File: src/rtl/press_pkg.sv
// Shared definitions for the pushbutton press decoder and its tick prescaler:
// FSM state encoding, default 50 MHz timing constants and a small helper.
package press_pkg;

    // Default timing for a 50 MHz board clock
    localparam int unsigned DEF_TICK_DIV   = 500000;   // 10 ms tick
    localparam int unsigned DEF_LONG_TICKS = 100;      // 1 s hold
    localparam int unsigned DEF_GAP_TICKS  = 30;       // 300 ms double window

    // FSM state encoding
    localparam int unsigned ST_W = 2;
    localparam logic [ST_W-1:0] ST_IDLE   = 2'd0;
    localparam logic [ST_W-1:0] ST_PRESS1 = 2'd1;
    localparam logic [ST_W-1:0] ST_GAP    = 2'd2;
    localparam logic [ST_W-1:0] ST_HOLD   = 2'd3;

    // Larger of two elaboration-time constants
    function automatic int unsigned max_u(input int unsigned a, input int unsigned b);
        return (a > b) ? a : b;
    endfunction

endpackage

File: src/rtl/tick_prescaler.sv
// Free-running prescaler producing a one-cycle tick every TICK_DIV clocks.
// Ports:
//   clk_50MHZ  in  system clock
//   reset      in  synchronous, active-high
//   tick       out one-cycle pulse while the counter sits at terminal count
module tick_prescaler
    import press_pkg::*;
#(
    parameter int unsigned TICK_DIV = DEF_TICK_DIV
) (
    input  logic clk_50MHZ,
    input  logic reset,
    output logic tick
);

    localparam int unsigned CNT_W = (TICK_DIV > 1) ? $clog2(TICK_DIV) : 1;
    localparam logic [CNT_W-1:0] CNT_LAST = CNT_W'(TICK_DIV - 1);

    logic [CNT_W-1:0] cnt_q, cnt_d;
    logic             tick_q, tick_d;

    // Wrap at terminal count; tick is registered from the next count so it
    // is high exactly while cnt_q == CNT_LAST
    always_comb begin
        cnt_d  = (cnt_q == CNT_LAST) ? '0 : cnt_q + CNT_W'(1);
        tick_d = (cnt_d == CNT_LAST);
    end

    always_ff @(posedge clk_50MHZ) begin
        if (reset) begin
            cnt_q  <= '0;
            tick_q <= 1'b0;
        end else begin
            cnt_q  <= cnt_d;
            tick_q <= tick_d;
        end
    end

    assign tick = tick_q;

endmodule

File: src/rtl/press_decoder.sv
// Classifies a debounced button level into single, double and long press
// events, each a registered one-cycle pulse. Durations are counted in
// prescaled ticks.
// Ports:
//   clk_50MHZ     in  system clock
//   reset         in  synchronous, active-high
//   btn_level     in  debounced button, 1 = pressed, synchronous to clk
//   single_press  out pulse: short press with no second press in the window
//   double_press  out pulse: second press inside the gap window
//   long_press    out pulse: button held LONG_TICKS
//   busy          out registered "state is not IDLE"
module press_decoder
    import press_pkg::*;
#(
    parameter int unsigned TICK_DIV   = DEF_TICK_DIV,
    parameter int unsigned LONG_TICKS = DEF_LONG_TICKS,
    parameter int unsigned GAP_TICKS  = DEF_GAP_TICKS
) (
    input  logic clk_50MHZ,
    input  logic reset,
    input  logic btn_level,
    output logic single_press,
    output logic double_press,
    output logic long_press,
    output logic busy
);

    localparam int unsigned TMAX   = max_u(LONG_TICKS, GAP_TICKS);
    localparam int unsigned TCNT_W = $clog2(TMAX + 1);
    localparam logic [TCNT_W-1:0] TCNT_SAT  = TCNT_W'(TMAX);
    localparam logic [TCNT_W-1:0] LONG_LAST = TCNT_W'(LONG_TICKS - 1);
    localparam logic [TCNT_W-1:0] GAP_LAST  = TCNT_W'(GAP_TICKS - 1);

    logic              tick;
    logic              btn_q;
    logic              rise_c, fall_c;
    logic [ST_W-1:0]   state_q, state_d;
    logic [TCNT_W-1:0] tcnt_q, tcnt_d;
    logic              single_q, single_d;
    logic              double_q, double_d;
    logic              long_q, long_d;
    logic              busy_q, busy_d;

    tick_prescaler #(
        .TICK_DIV (TICK_DIV)
    ) u_tick_prescaler (
        .clk_50MHZ (clk_50MHZ),
        .reset     (reset),
        .tick      (tick)
    );

    // Edge detect against the previous level
    assign rise_c = btn_level & ~btn_q;
    assign fall_c = ~btn_level & btn_q;

    // Next state and event decode; button edges take priority over the
    // tick that would complete a timeout in the same cycle
    always_comb begin
        state_d  = state_q;
        single_d = 1'b0;
        double_d = 1'b0;
        long_d   = 1'b0;
        case (state_q)
            ST_IDLE: begin
                if (rise_c) state_d = ST_PRESS1;
            end
            ST_PRESS1: begin
                if (fall_c) begin
                    state_d = ST_GAP;
                end else if (tick && (tcnt_q == LONG_LAST)) begin
                    state_d = ST_HOLD;
                    long_d  = 1'b1;
                end
            end
            ST_GAP: begin
                if (rise_c) begin
                    state_d  = ST_HOLD;
                    double_d = 1'b1;
                end else if (tick && (tcnt_q == GAP_LAST)) begin
                    state_d  = ST_IDLE;
                    single_d = 1'b1;
                end
            end
            default: begin
                // HOLD: wait out the release, no events
                if (fall_c) state_d = ST_IDLE;
            end
        endcase
    end

    // Tick counter restarts on every state change and saturates
    always_comb begin
        tcnt_d = tcnt_q;
        if (state_d != state_q) begin
            tcnt_d = '0;
        end else if (tick && (tcnt_q != TCNT_SAT)) begin
            tcnt_d = tcnt_q + TCNT_W'(1);
        end
        busy_d = (state_q != ST_IDLE);
    end

    // btn_q resets high so a button held through reset gives no rise
    always_ff @(posedge clk_50MHZ) begin
        if (reset) begin
            state_q  <= ST_IDLE;
            btn_q    <= 1'b1;
            tcnt_q   <= '0;
            single_q <= 1'b0;
            double_q <= 1'b0;
            long_q   <= 1'b0;
            busy_q   <= 1'b0;
        end else begin
            state_q  <= state_d;
            btn_q    <= btn_level;
            tcnt_q   <= tcnt_d;
            single_q <= single_d;
            double_q <= double_d;
            long_q   <= long_d;
            busy_q   <= busy_d;
        end
    end

    assign single_press = single_q;
    assign double_press = double_q;
    assign long_press   = long_q;
    assign busy         = busy_q;

endmodule

File: config.mk
export PLATFORM = sky130hd
export DESIGN_NAME = press_decoder
export DESIGN_NICKNAME = d
export VERILOG_FILES = /design/src/rtl/press_pkg.sv /design/src/rtl/tick_prescaler.sv /design/src/rtl/press_decoder.sv
export SDC_FILE = /design/constraint.sdc
export NUM_CORES = 1
export LEC_CHECK = 0
export ABC_AREA = 1
export CAP_MARGIN = 20
export CORE_ASPECT_RATIO = 1.4
export CORE_MARGIN = 5
export CORE_UTILIZATION = 54
export CTS_BUF_LIST = sky130_fd_sc_hd__clkbuf_16
export DETAILED_ROUTE_END_ITERATION = 6
export PLACE_DENSITY = 0.85
export SETUP_SLACK_MARGIN = 0.5
export SYNTH_ARGS = -nofsm -noshare
export SYNTH_HDL_FRONTEND = slang
export SYNTH_SLANG_ARGS = --single-unit
File: constraint.sdc
create_clock -name clk_50MHZ -period 1.53 [get_ports clk_50MHZ]
set_clock_uncertainty 0.05 [all_clocks]
set_input_delay 0.459 -clock clk_50MHZ [delete_from_list [all_inputs] [get_ports clk_50MHZ]]
set_output_delay 0.459 -clock clk_50MHZ [all_outputs]
set_load 0.02 [all_outputs]
**After elaboration in Yosys (flattened, before gate mapping)**

Index checks and enable logic that the tools add are counted.

- Word-level logic and storage cells: 45
- Bits in read-only memories: 0
- Output and inout port bits: 4
- Memories: 0
- Bits of input ports: 3
- Bits in latches: 0
- Flip-flop bits (word level): 34
- Memory bits (writable): 0

- Mux-type cells: 11
- Divide/modulo/power cells: 0
- Equality and inequality tests: 8
- Add/sub/neg operators: 2
- Reductions and logical operators: 9
- Bitwise logic cells: 6
- Magnitude comparators: 0
- $mul: 0
- Shifts and indexed selects: 0

Operators by type and width:

| cell | count |
|---|---|
| equality test 19 bit (second input constant) | 2 |
| adder 19 x 1 -> 19 bit (second input constant) | 1 |
| 2-to-1 mux 19 bit | 1 |
| 2-to-1 mux 2 bit | 6 |
| adder 7 x 1 -> 7 bit (second input constant) | 1 |
| equality test 7 x 5 -> 1 bit (second input constant) | 1 |
| equality test 7 bit (second input constant) | 1 |
| inequality test 7 bit (second input constant) | 1 |
| case mux 2 bit (3 select lines) | 1 |
| OR reduction 3 bit | 2 |
| inverter 1 bit | 4 |
| OR reduction 2 bit | 2 |
| logical AND 1 bit | 3 |
| 2-to-1 mux 1 bit | 3 |
| AND 1 bit | 2 |
| equality test 2 x 1 -> 1 bit (second input constant) | 1 |
| equality test 2 bit (second input constant) | 1 |
| zero test 2 bit | 1 |
| inequality test 2 bit | 1 |
| nonzero test 2 bit | 1 |

**Depth between registers and ports, before layout**

Gate-level depths: netlist of the first run.

- Depth after elaboration: 7
- Gate-level depth with buffers: 12
- Gate-level depth less buffers: 12

**Cells and area by module**

Synthesis of the first run repeated with hierarchy kept, for this count alone.

- Cells, all modules: 330
- Area, all modules: 1994.4 um2

By module, submodules not included:

| module | times used | cells each | area each (um2) |
|---|---|---|---|
| tick_prescaler | 1 | 205 | 1219.9 |
| press_decoder | 1 | 125 | 774.5 |

**Worst setup path before layout of the first run**

No wires, ideal clock.

- Path kind: reg2reg
- Start: register u_tick_prescaler.cnt_q[0]
- End: register u_tick_prescaler.tick_q (netlist: u_tick_prescaler.tick)
- Arrival: 1.426 ns
- Setup time: 0.112 ns
- Path slack: -0.058 ns
- Buffers on the path: 0
- Clock period less this slack: 1.588 ns
- Stages on the path, launching flop included: 11
- Cells stage by stage: dfxtp_1 ha_1 nand2_1 nor2_2 inv_1 nor2_1 nand3_1 nand2_1 nor2_2 nand3_1 nor2_2

- Longest elaborated chain between the ends: 3
- Elaborated cells between the ends (all ways): 4

RTL lines:

| item | line | source |
|---|---|---|
| start, declared | tick_prescaler.sv:19 | `logic [CNT_W-1:0] cnt_q, cnt_d;` |
| start signal, assigned | tick_prescaler.sv:34 | `cnt_q <= cnt_d;` |
| adder 19 x 1 -> 19 bit / equality test 19 bit (equally long branches) | tick_prescaler.sv:25 | `cnt_d = (cnt_q == CNT_LAST) ? '0 : cnt_q + CNT_W'(1);` |
| 2-to-1 mux 19 bit * | tick_prescaler.sv:25 |  |
| equality test 19 bit * | tick_prescaler.sv:26 | `tick_d = (cnt_d == CNT_LAST);` |
| end signal, assigned | tick_prescaler.sv:35 | `tick_q <= tick_d;` |
| end, declared | tick_prescaler.sv:20 | `logic tick_q, tick_d;` |

Mark *: on every way between the ends. The rest lies on a longest branch, timed or not.
A chain may end at the register's enable or synchronous reset.

**Final worst setup path of the first run**

- Start: register tcnt_q[1]
- End: register tcnt_q[1]

- Longest elaborated chain between the ends: 7
- Elaborated cells between the ends (all ways): 14

RTL lines:

| item | line | source |
|---|---|---|
| start, declared | press_decoder.sv:38 | `logic [TCNT_W-1:0] tcnt_q, tcnt_d;` |
| start signal, assigned | press_decoder.sv:115 | `tcnt_q <= tcnt_d;` |
| equality test 7 x 5 -> 1 bit / equality test 7 bit (equally long branches) | press_decoder.sv:79, press_decoder.sv:70 |  |
| logical AND 1 bit, on equally long branches | press_decoder.sv:79, press_decoder.sv:70 |  |
| 2-to-1 mux 2 bit, on equally long branches | press_decoder.sv:79, press_decoder.sv:70 |  |
| 2-to-1 mux 2 bit, on equally long branches | press_decoder.sv:76, press_decoder.sv:68 |  |
| case mux 2 bit (3 select lines) | press_decoder.sv:63 | `case (state_q)` |
| inequality test 2 bit | press_decoder.sv:94 | `if (state_d != state_q) begin` |
| OR reduction 2 bit (no source line) | n/a |  |

Parallel ways exist; a longest one is shown, timed or not.

==> out/results.tsv, run 1 <==
metric	value	unit
outcome	finished, violations left	
violations	negative setup slack	
placed_area	2170	sq um
syn2layout_area_growth	54.3	%
hpwlAfterDp	3340	um
ys_seq_elements	34	
vias	2174	
clk_path_buf_depth	2	
port-buffer-count	6	
period_needed	1670	ps
crit_type	reg2reg	
critPathMaxFanout	7	
p_per_area	802	nW/um^2
firstDrtPassIters	6	
fin_area	2850	sq um
ios	7	
cts-root-buf	clkbuf_16	
core_area	3350	sq um
syn_area	1850	sq um
critPathRequiredTime	1660	ps
place_congestion	0.953	
min_from	state_q[1]	
drc_errors	0	
cap_violations	0	
total_power	0.00229	W
drt_iter0_markers	212	
holdPathEnd	state_q[1]	
clock_latency	280	ps
cts_buffers	5	
min_delay_path_depth	2	
fp.dieH	79.2	um
maxSlewHeadroom	80.1	%
hold_viol_final	0	
rr_startpoint	tcnt_q[1]	
n_fill_cell	159	
layout_setup_ws	-144	ps
timing.final.max_slew_violations	0	
worstMarginPinSlew	296	ps
grt_pass1_vias	2023	
p_leak	1.10	nW
die_area	4710	sq um
wl	6430	um
max_freq	597	MHz
routedWlPerCell	17.4	um
row_count	25	
synth_nets	295	
syn_inst	288	
worstPathArrival	1800	ps
grt_usage	24.8	%
r2r_cells	10	
synth_area_per_cell	6.41	sq um
yosysWarnings	0	
start_util	55.2	%
fin_nets	335	
fp.dieW	59.4	um
r2r-end	tcnt_q[1]	
antenna_found_initial	0	
drive_gt1_share	46.8	%
diodes	0	
end_kind	flop	
clk_pin_slew	60	ps
min_path_type	reg2reg	
rsz0062_at_grt	yes	
holdWs	461	ps
htreeDepth	2	
vias_per_cell	5.89	
ys.flop_type	dfxtp_1	
ys_async_sr_fraction	0	%
period_share	109	%
setup_violations	9	
ys_seq_area_share	36.9	%
crit_path_start_kind	flop	
irDropWorstVdd	1010	uV
synth_edf_count	0	
ant_nets	0	
reg2reg_slack	-140	ps
overflow	0	
grt_pass1_wl	8900	um
cts_tree	built	
synth_cell_types	27	
grt_start_max_net_pins	13	
clock-sinks	34	
final.setup.tns	-1130	ps
[worst max-delay path, cell delays in order, from the launching register on]
cell and delay, ps:
dfxtp_2 320, inv_2 80, ha_4 130, nand2_2 50, nor3_2 150, nand4_1 170, nand2_1 110, nand2_2 60
o211ai_1 210, buf_4 200, nor2_1 50
[metrics by stage]
step	instances	setup WS (ps)	util, %
final	369	-144	85.2
after global routing	369	-214	85.2
after CTS	361	-70.1	78.2
after detailed placement	348	-326	64.9
after global placement	348	-284	64.9
after floorplan	288	60.6	-
[metal layers]
metal	vias to the layer above	GRT usage (%)	wire (um)
li1	983	-	-
met1	1017	24.8	2210
met2	122	44.7	3400
met3	52	6.50	365
met4	0	13.4	453
met5	-	0	0
[sequential cells by signal (all words and copies together) (netlist names)]
signal                  count
btn_q                       1
busy                        1
double_press                1
long_press                  1
single_press                1
state_q                     2
tcnt_q                      7
u_tick_prescaler.cnt_q     19
u_tick_prescaler.tick       1
[area by class of cell]
| cell class | instances | area, sq um | area share, % |
|---|---|---|---|
| multi-input combinational | 210 | 1390 | 48.9 |
| sequential | 34 | 733 | 25.7 |
| timing repair buffer | 35 | 322 | 11.3 |
| inverter | 42 | 163 | 5.71 |
| clock buffer | 6 | 150 | 5.27 |
| tap | 40 | 50.0 | 1.76 |
| clock inverter | 2 | 38.8 | 1.36 |
[worst max path at each step]
| stage | from | end | slack (ps) | cells past startpoint |
|---|---|---|---|---|
| after global routing | tcnt_q[1] | tcnt_q[2] | -210 | 10 |
| after global placement | btn_level | tcnt_q[3] | -280 | 8 |
| after CTS | tcnt_q[1] | tcnt_q[1] | -70 | 10 |
| final | tcnt_q[1] | tcnt_q[1] | -140 | 10 |
| after floorplan | tcnt_q[1] | tcnt_q[0] | 60 | 9 |
| after detailed placement | btn_level | tcnt_q[1] | -330 | 8 |
[cells in the mapped netlist, types with 2 or more instances]
cell type / number / area [sq um]
inv_1: 40 / 150
ha_1: 4 / 50.1
nor2_2: 8 / 50.1
nand4_1: 7 / 43.8
xor2_1: 5 / 43.8
o21bai_1: 2 / 15.0
nand2_1: 64 / 240
a21oi_1: 4 / 20.0
nand2_2: 4 / 25.0
o21ai_0: 4 / 20.0
nor2_1: 64 / 240
xnor2_1: 2 / 17.5
nand3_1: 28 / 140
nor3_1: 6 / 30.0
dfxtp_1: 34 / 681
[repair_timing]
action / 4_1_cts / 5_1_grt
hold buffers: 0 / 0
pin swaps: 28 / 23
endpoints found under the setup margin: 38 / 33
gates resized for setup: 88 / 54
buffers inserted: 5 / 8
[layout by cell type (no fill, tap or decap), drive strengths merged, types with 4 or more instances in the layout]
master / instances
nor2: 73
nand2: 68
inv: 42
dfxtp: 34
buf: 33
nand3: 29
nand4: 7
nor3: 7
clkbuf: 6
xor2: 5
o21ai: 4
a21oi: 4
ha: 4
[cell families (layout without fill, tap and decap cells)]
family | count (synthesis) | count (layout) | share of synthesized area [%]
compound gates | 12 | 12 | 3.73
xor+xnor | 7 | 7 | 3.32
fa+ha+maj | 4 | 4 | 2.71
buf+inv | 44 | 85 | 8.94
flops | 34 | 34 | 36.9
simple gates | 187 | 187 | 44.4
[where the power goes]
group          internal [W]  switching (W)
combinational     0.0000534      0.0000613
clock              0.000870       0.000404
sequential         0.000883      0.0000158
total               0.00181       0.000481
(Power assumes the default switching activity.)
==> run 2: changes to the inputs <==
SLEW_MARGIN = 30   (was unset)
==> results of run 2 <==
Final layout, timing and power as in run 1 (identical DEF).
==> run 3: changes to the inputs <==
CTS_CLUSTER_DIAMETER = 200   (was unset)
==> results of run 3 <==
Final layout, timing and power as in run 1 (identical DEF).
